**src/rtl/wb_arb_pkg.sv**
```systemverilog
// Shared types for the two-master Wishbone arbiter: state encoding and grant constants.
package wb_arb_pkg;

    typedef enum logic [1:0] {
        IDLE = 2'd0,
        OWN0 = 2'd1,
        OWN1 = 2'd2
    } arb_state_e;

    localparam logic [1:0] GRANT_NONE = 2'b00;
    localparam logic [1:0] GRANT_M0   = 2'b01;
    localparam logic [1:0] GRANT_M1   = 2'b10;

    localparam int unsigned TO_CNT_W = 16;

    // One-hot owner view of the arbiter state.
    function automatic logic [1:0] grant_of(input arb_state_e st);
        logic [1:0] g;
        g = GRANT_NONE;
        case (st)
            OWN0:    g = GRANT_M0;
            OWN1:    g = GRANT_M1;
            default: g = GRANT_NONE;
        endcase
        return g;
    endfunction

endpackage

```
**src/rtl/wb_arb_timeout.sv**
```systemverilog
// Stalled-access watchdog: counts run cycles and flags expiry at TIMEOUT_CYCLES.
module wb_arb_timeout
    import wb_arb_pkg::*;
#(
    parameter int unsigned TIMEOUT_CYCLES = 255
) (
    input  logic i_clk,
    input  logic i_rst_n,
    input  logic i_run,
    input  logic i_clear,
    output logic o_expire
);

    logic [TO_CNT_W-1:0] r_cnt;

    assign o_expire = (r_cnt == TO_CNT_W'(TIMEOUT_CYCLES));

    // Expiry restarts the count so the error is a single-cycle pulse.
    always_ff @(posedge i_clk or negedge i_rst_n) begin
        if (!i_rst_n) begin
            r_cnt <= '0;
        end else if (i_clear || o_expire) begin
            r_cnt <= '0;
        end else if (i_run) begin
            r_cnt <= r_cnt + TO_CNT_W'(1);
        end
    end

endmodule

```
**src/rtl/wb_arb2.sv**
```systemverilog
// Two-master round-robin Wishbone arbiter with a registered grant and combinational data path.
// Optional access timeout enabled by defining WB_ARB2_TIMEOUT_EN.
module wb_arb2
    import wb_arb_pkg::*;
#(
    parameter int unsigned AW             = 12,
    parameter int unsigned TIMEOUT_CYCLES = 255
) (
    input  logic          i_clk,
    input  logic          i_rst_n,

    input  logic [AW-3:0] i_m0_adr,
    input  logic [31:0]   i_m0_dat,
    input  logic [3:0]    i_m0_sel,
    input  logic          i_m0_we,
    input  logic          i_m0_cyc,
    input  logic          i_m0_stb,
    output logic [31:0]   o_m0_rdt,
    output logic          o_m0_ack,
    output logic          o_m0_err,

    input  logic [AW-3:0] i_m1_adr,
    input  logic [31:0]   i_m1_dat,
    input  logic [3:0]    i_m1_sel,
    input  logic          i_m1_we,
    input  logic          i_m1_cyc,
    input  logic          i_m1_stb,
    output logic [31:0]   o_m1_rdt,
    output logic          o_m1_ack,
    output logic          o_m1_err,

    output logic [AW-3:0] o_s_adr,
    output logic [31:0]   o_s_dat,
    output logic [3:0]    o_s_sel,
    output logic          o_s_we,
    output logic          o_s_cyc,
    output logic          o_s_stb,
    input  logic [31:0]   i_s_rdt,
    input  logic          i_s_ack,
    input  logic          i_s_err,

    output logic [1:0]    o_grant
);

    if ((TIMEOUT_CYCLES < 2) || (TIMEOUT_CYCLES > 65535)) begin : g_bad_timeout
        $error("wb_arb2: TIMEOUT_CYCLES out of range 2..65535");
    end

    arb_state_e r_state;
    arb_state_e w_state_nxt;
    logic       r_last;
    logic       w_last_nxt;
    logic       w_expire;

    always_ff @(posedge i_clk or negedge i_rst_n) begin
        if (!i_rst_n) begin
            r_state <= IDLE;
            r_last  <= 1'b1;
        end else begin
            r_state <= w_state_nxt;
            r_last  <= w_last_nxt;
        end
    end

    // Arbitration: r_last names the previous owner, so a tie goes to the other master.
    always_comb begin
        w_state_nxt = r_state;
        w_last_nxt  = r_last;
        unique case (r_state)
            IDLE: begin
                if (i_m0_cyc && i_m1_cyc) begin
                    w_state_nxt = r_last ? OWN0 : OWN1;
                end else if (i_m0_cyc) begin
                    w_state_nxt = OWN0;
                end else if (i_m1_cyc) begin
                    w_state_nxt = OWN1;
                end
            end
            OWN0: begin
                if (!i_m0_cyc) begin
                    w_state_nxt = IDLE;
                    w_last_nxt  = 1'b0;
                end
            end
            OWN1: begin
                if (!i_m1_cyc) begin
                    w_state_nxt = IDLE;
                    w_last_nxt  = 1'b1;
                end
            end
            default: w_state_nxt = IDLE;
        endcase
    end

    // Owner's bus routed to the slave; terminations gated by cyc so aborts swallow late acks.
    always_comb begin
        o_s_adr  = '0;
        o_s_dat  = '0;
        o_s_sel  = '0;
        o_s_we   = 1'b0;
        o_s_cyc  = 1'b0;
        o_s_stb  = 1'b0;
        o_m0_ack = 1'b0;
        o_m0_err = 1'b0;
        o_m1_ack = 1'b0;
        o_m1_err = 1'b0;
        case (r_state)
            OWN0: begin
                o_s_adr  = i_m0_adr;
                o_s_dat  = i_m0_dat;
                o_s_sel  = i_m0_sel;
                o_s_we   = i_m0_we;
                o_s_cyc  = i_m0_cyc & ~w_expire;
                o_s_stb  = i_m0_cyc & i_m0_stb & ~w_expire;
                o_m0_ack = i_m0_cyc & i_s_ack & ~w_expire;
                o_m0_err = i_m0_cyc & (i_s_err | w_expire);
            end
            OWN1: begin
                o_s_adr  = i_m1_adr;
                o_s_dat  = i_m1_dat;
                o_s_sel  = i_m1_sel;
                o_s_we   = i_m1_we;
                o_s_cyc  = i_m1_cyc & ~w_expire;
                o_s_stb  = i_m1_cyc & i_m1_stb & ~w_expire;
                o_m1_ack = i_m1_cyc & i_s_ack & ~w_expire;
                o_m1_err = i_m1_cyc & (i_s_err | w_expire);
            end
            default: begin
            end
        endcase
    end

    assign o_m0_rdt = i_s_rdt;
    assign o_m1_rdt = i_s_rdt;
    assign o_grant  = grant_of(r_state);

`ifdef WB_ARB2_TIMEOUT_EN
    logic w_to_run;
    logic w_to_clear;

    assign w_to_run   = o_s_stb & ~i_s_ack & ~i_s_err;
    assign w_to_clear = (r_state == IDLE) | i_s_ack | i_s_err;

    wb_arb_timeout #(
        .TIMEOUT_CYCLES (TIMEOUT_CYCLES)
    ) u_timeout (
        .i_clk    (i_clk),
        .i_rst_n  (i_rst_n),
        .i_run    (w_to_run),
        .i_clear  (w_to_clear),
        .o_expire (w_expire)
    );
`else
    assign w_expire = 1'b0;
`endif

endmodule

```
**config.mk**
```make
export PLATFORM = sky130hd
export DESIGN_NAME = wb_arb2
export DESIGN_NICKNAME = d
export VERILOG_FILES = /design/src/rtl/wb_arb_pkg.sv /design/src/rtl/wb_arb_timeout.sv /design/src/rtl/wb_arb2.sv
export SDC_FILE = /design/constraint.sdc
export NUM_CORES = 1
export LEC_CHECK = 0
export ABC_AREA = 1
export CELL_PAD_IN_SITES_DETAIL_PLACEMENT = 1
export CELL_PAD_IN_SITES_GLOBAL_PLACEMENT = 2
export CORE_AREA = 4 4 133 122
export DETAILED_ROUTE_END_ITERATION = 7
export DIE_AREA = 0 0 137 126
export HOLD_SLACK_MARGIN = 0.1
export PLACE_DENSITY = 0.95
export SLEW_MARGIN = 10
export SYNTH_ARGS = -nofsm -noshare
export SYNTH_HDL_FRONTEND = slang
export SYNTH_SLANG_ARGS = --single-unit
```
**constraint.sdc**
```tcl
create_clock -name i_clk -period 2.65 [get_ports i_clk]
set_input_delay 0.265 -clock i_clk [delete_from_list [all_inputs] [get_ports i_clk]]
set_output_delay 0.265 -clock i_clk [all_outputs]
set_load 0.03 [all_outputs]
```
==> flow_summary.ini <==
[clocking]
cts_tree = yes
path_clk_slew_ns = 0.03
cts_hold_buf = 0
post_cts_buffers = 0
cts_buffers = 3
clk_latency_ns = 0.23
cts-resized-gates = 0
htreeDepth = 1
cts_sinks = 3
root_buffer = clkbuf_16
ctsLongestPathBuffers = 2

[pwr]
power.density_nw_per_um2 = 802
power.leakage_uw = 0.000998
max-vdd-ir-drop_mv = 0.233

[placement]
dp_slack_ns = 0.392
placed_area_sq_um = 2750
io_buffers = 156
dpl.hpwl_um = 6050
gp_congestion = 0.732

[synthesis]
synth_area_sq_um = 1460
synth-compound-area-share = 0.168
synth_xor_xnor_area_share = 0
yosysTopAreaCellShare = 0.364
yosysWarnings = 0
synth.area.top_cells = buf_4 36%, nand2_1 28%, a21oi_1 17%
ys_seq_elements = 3
syn_inst = 270
synth_edf_count = 0
synth_top_family_by_area = buffers and inverters
yosys-mux-area-fraction = 0
yosysMostFrequentCell = nand2_1
synth_commonest_cells = 110 x nand2_1, 71 x buf_4, 49 x a21oi_1
yosys.area.top_type = buf_4
yosys.area_share.adder = 0.0428
syn_nets = 409
synth_cell_types = 11
async_flop_share = 1.00
synth_flop_cell = dfrtp_1
ys_seq_area_frac = 0.0522
avgSynthCellArea_sq_um = 5.42
synth-simple-area-share = 0.320

[routing]
wl_um = 7270
firstDrtPassIters = 4
drt-initial-drc-count = 32
dr_total_vias = 1950
wl_per_cell_um = 13.1
vias_per_cell = 3.52
ant_nets = 0
drcViolationCount = 0

[worst_setup_path]
required_ns = 2.38
crit_path_cell_trace = inv_1, ha_2, buf_4, nand2_1, a21oi_1, clkdlybuf4s50_1
r2r_cells = 7
arrival_ns = 2.20
cpLargestDelayFamily = buffers and inverters
max_stage_delay_ns = 0.70
r2r-start = r_state[0]
path_buf_inv = 3
criticalPathCategory = flop to output pin
cp-end-kind = output pin
setup.worst_path.start = r_state[1]
r2r_end = r_last
regToRegSetupSlack_ns = 1.18
worstSetupPathDepth = 6
startpoint_type = flop
critPathMaxFanout = 24
critPathSlowestCell = clkdlybuf4s50_1

[floorplanning]
chipWidth_um = 137
dieArea_sq_um = 17300
ios = 253
start_util = 0.0994
die_h_um = 126
rows = 42
core_area_sq_um = 14700

[cells_and_area]
layout.nets = 496
drive_above_1_share = 0.0449
area_delta_synth_final_pct = 93.5
antenna_cells = 0
final_cell_area_sq_um = 2830

[grt]
grt_use_total = 0.0785
grt_first_pass_wirelength_um = 10900
grt_pass1_vias = 2155
antenna_found_initial = 0
grt_max_degree = 26
overflow = 0

[timing]
fmax_ghz = 0.406
tightest_slew_ns = 0.350
finClkSkew_ns = 0.00113
hold_viol_final = 0
slew-limit-headroom = 0.766
drv_slew = 0
finalCritPeriodShare = 0.929
setup-tns-final_ns = 0
rsz0062_at_grt = no
whs_ns = 0.221
finalCriticalPeriod_ns = 2.46
setup_violations = 0
setup_slack_ns = 0.187

[outcome]
status = finished clean

[hold_path]
hp-class = input pin to async pin

[flow_run]
maxCapViolations = 0
==> layer usage <==
metal,vias to the layer above,share of wire,GRT usage
li1,948,-,-
met1,861,0.32,0.0754
met2,112,0.50,0.143
met3,29,0.14,0.0351
met4,0,0.037,0.0335
met5,-,0,0
==> layout by cell type (no fill, tap or decap) <==
cell type,instances
clkdlybuf4s50_1,152
ha_2,2
dfstp_2,1
buf_12,1
ha_1,3
buf_4,9
clkinv_1,1
a21oi_1,49
inv_1,9
nor2_1,8
nand3_1,5
clkbuf_16,3
dfrtp_1,2
clkbuf_1,1
nand2_1,110
==> report_power, final <==
group,internal [uW],leakage (uW),switching (uW)
logic,731,0.000923,1210
clock network,199,0.0000382,43.0
registers,72.1,0.0000363,18.4
==> metrics by stage <==
step	power, uW	util	std cells
3_5_place_dp	2060	0.187	550
2_1_floorplan	1410	-	270
5_1_grt	2470	0.192	554
6_report	2270	0.192	554
4_1_cts	2310	0.192	554
3_3_place_gp	2000	0.187	550
==> how the worst max path moves through the flow <==
stage | end | slack [ns]
final | o_s_adr[2] | 0.19
after global routing | o_s_sel[1] | 0.005
after CTS | o_s_adr[7] | 0.14
after detailed placement | o_s_dat[8] | 0.39
after global placement | o_s_adr[3] | 0.49
after floorplan | o_s_dat[12] | 0.81
==> registers in the layout, indices dropped and copies added (netlist names) <==
name and flops:
r_last 1, r_state 2
==> cell families (layout without fill, tap and decap cells) <==
logic type	after synthesis	in the layout
buffers and inverters	90	176
DFF	3	3
and+or+nand+nor	123	123
AOI/OAI and AO/OA	49	49
adders and majority gates	5	5
==> cell type report <==
| class | instances | area, sq um |
|---|---|---|
| tap | 198 | 248 |
| clock buffer | 4 | 78.8 |
| sequential | 3 | 76.3 |
| inverter | 10 | 37.5 |
| multi-input combinational | 177 | 781 |
| fill | 1810 | 11900 |
| timing repair buffer | 162 | 1610 |
Power figures use the tool's default switching activity.
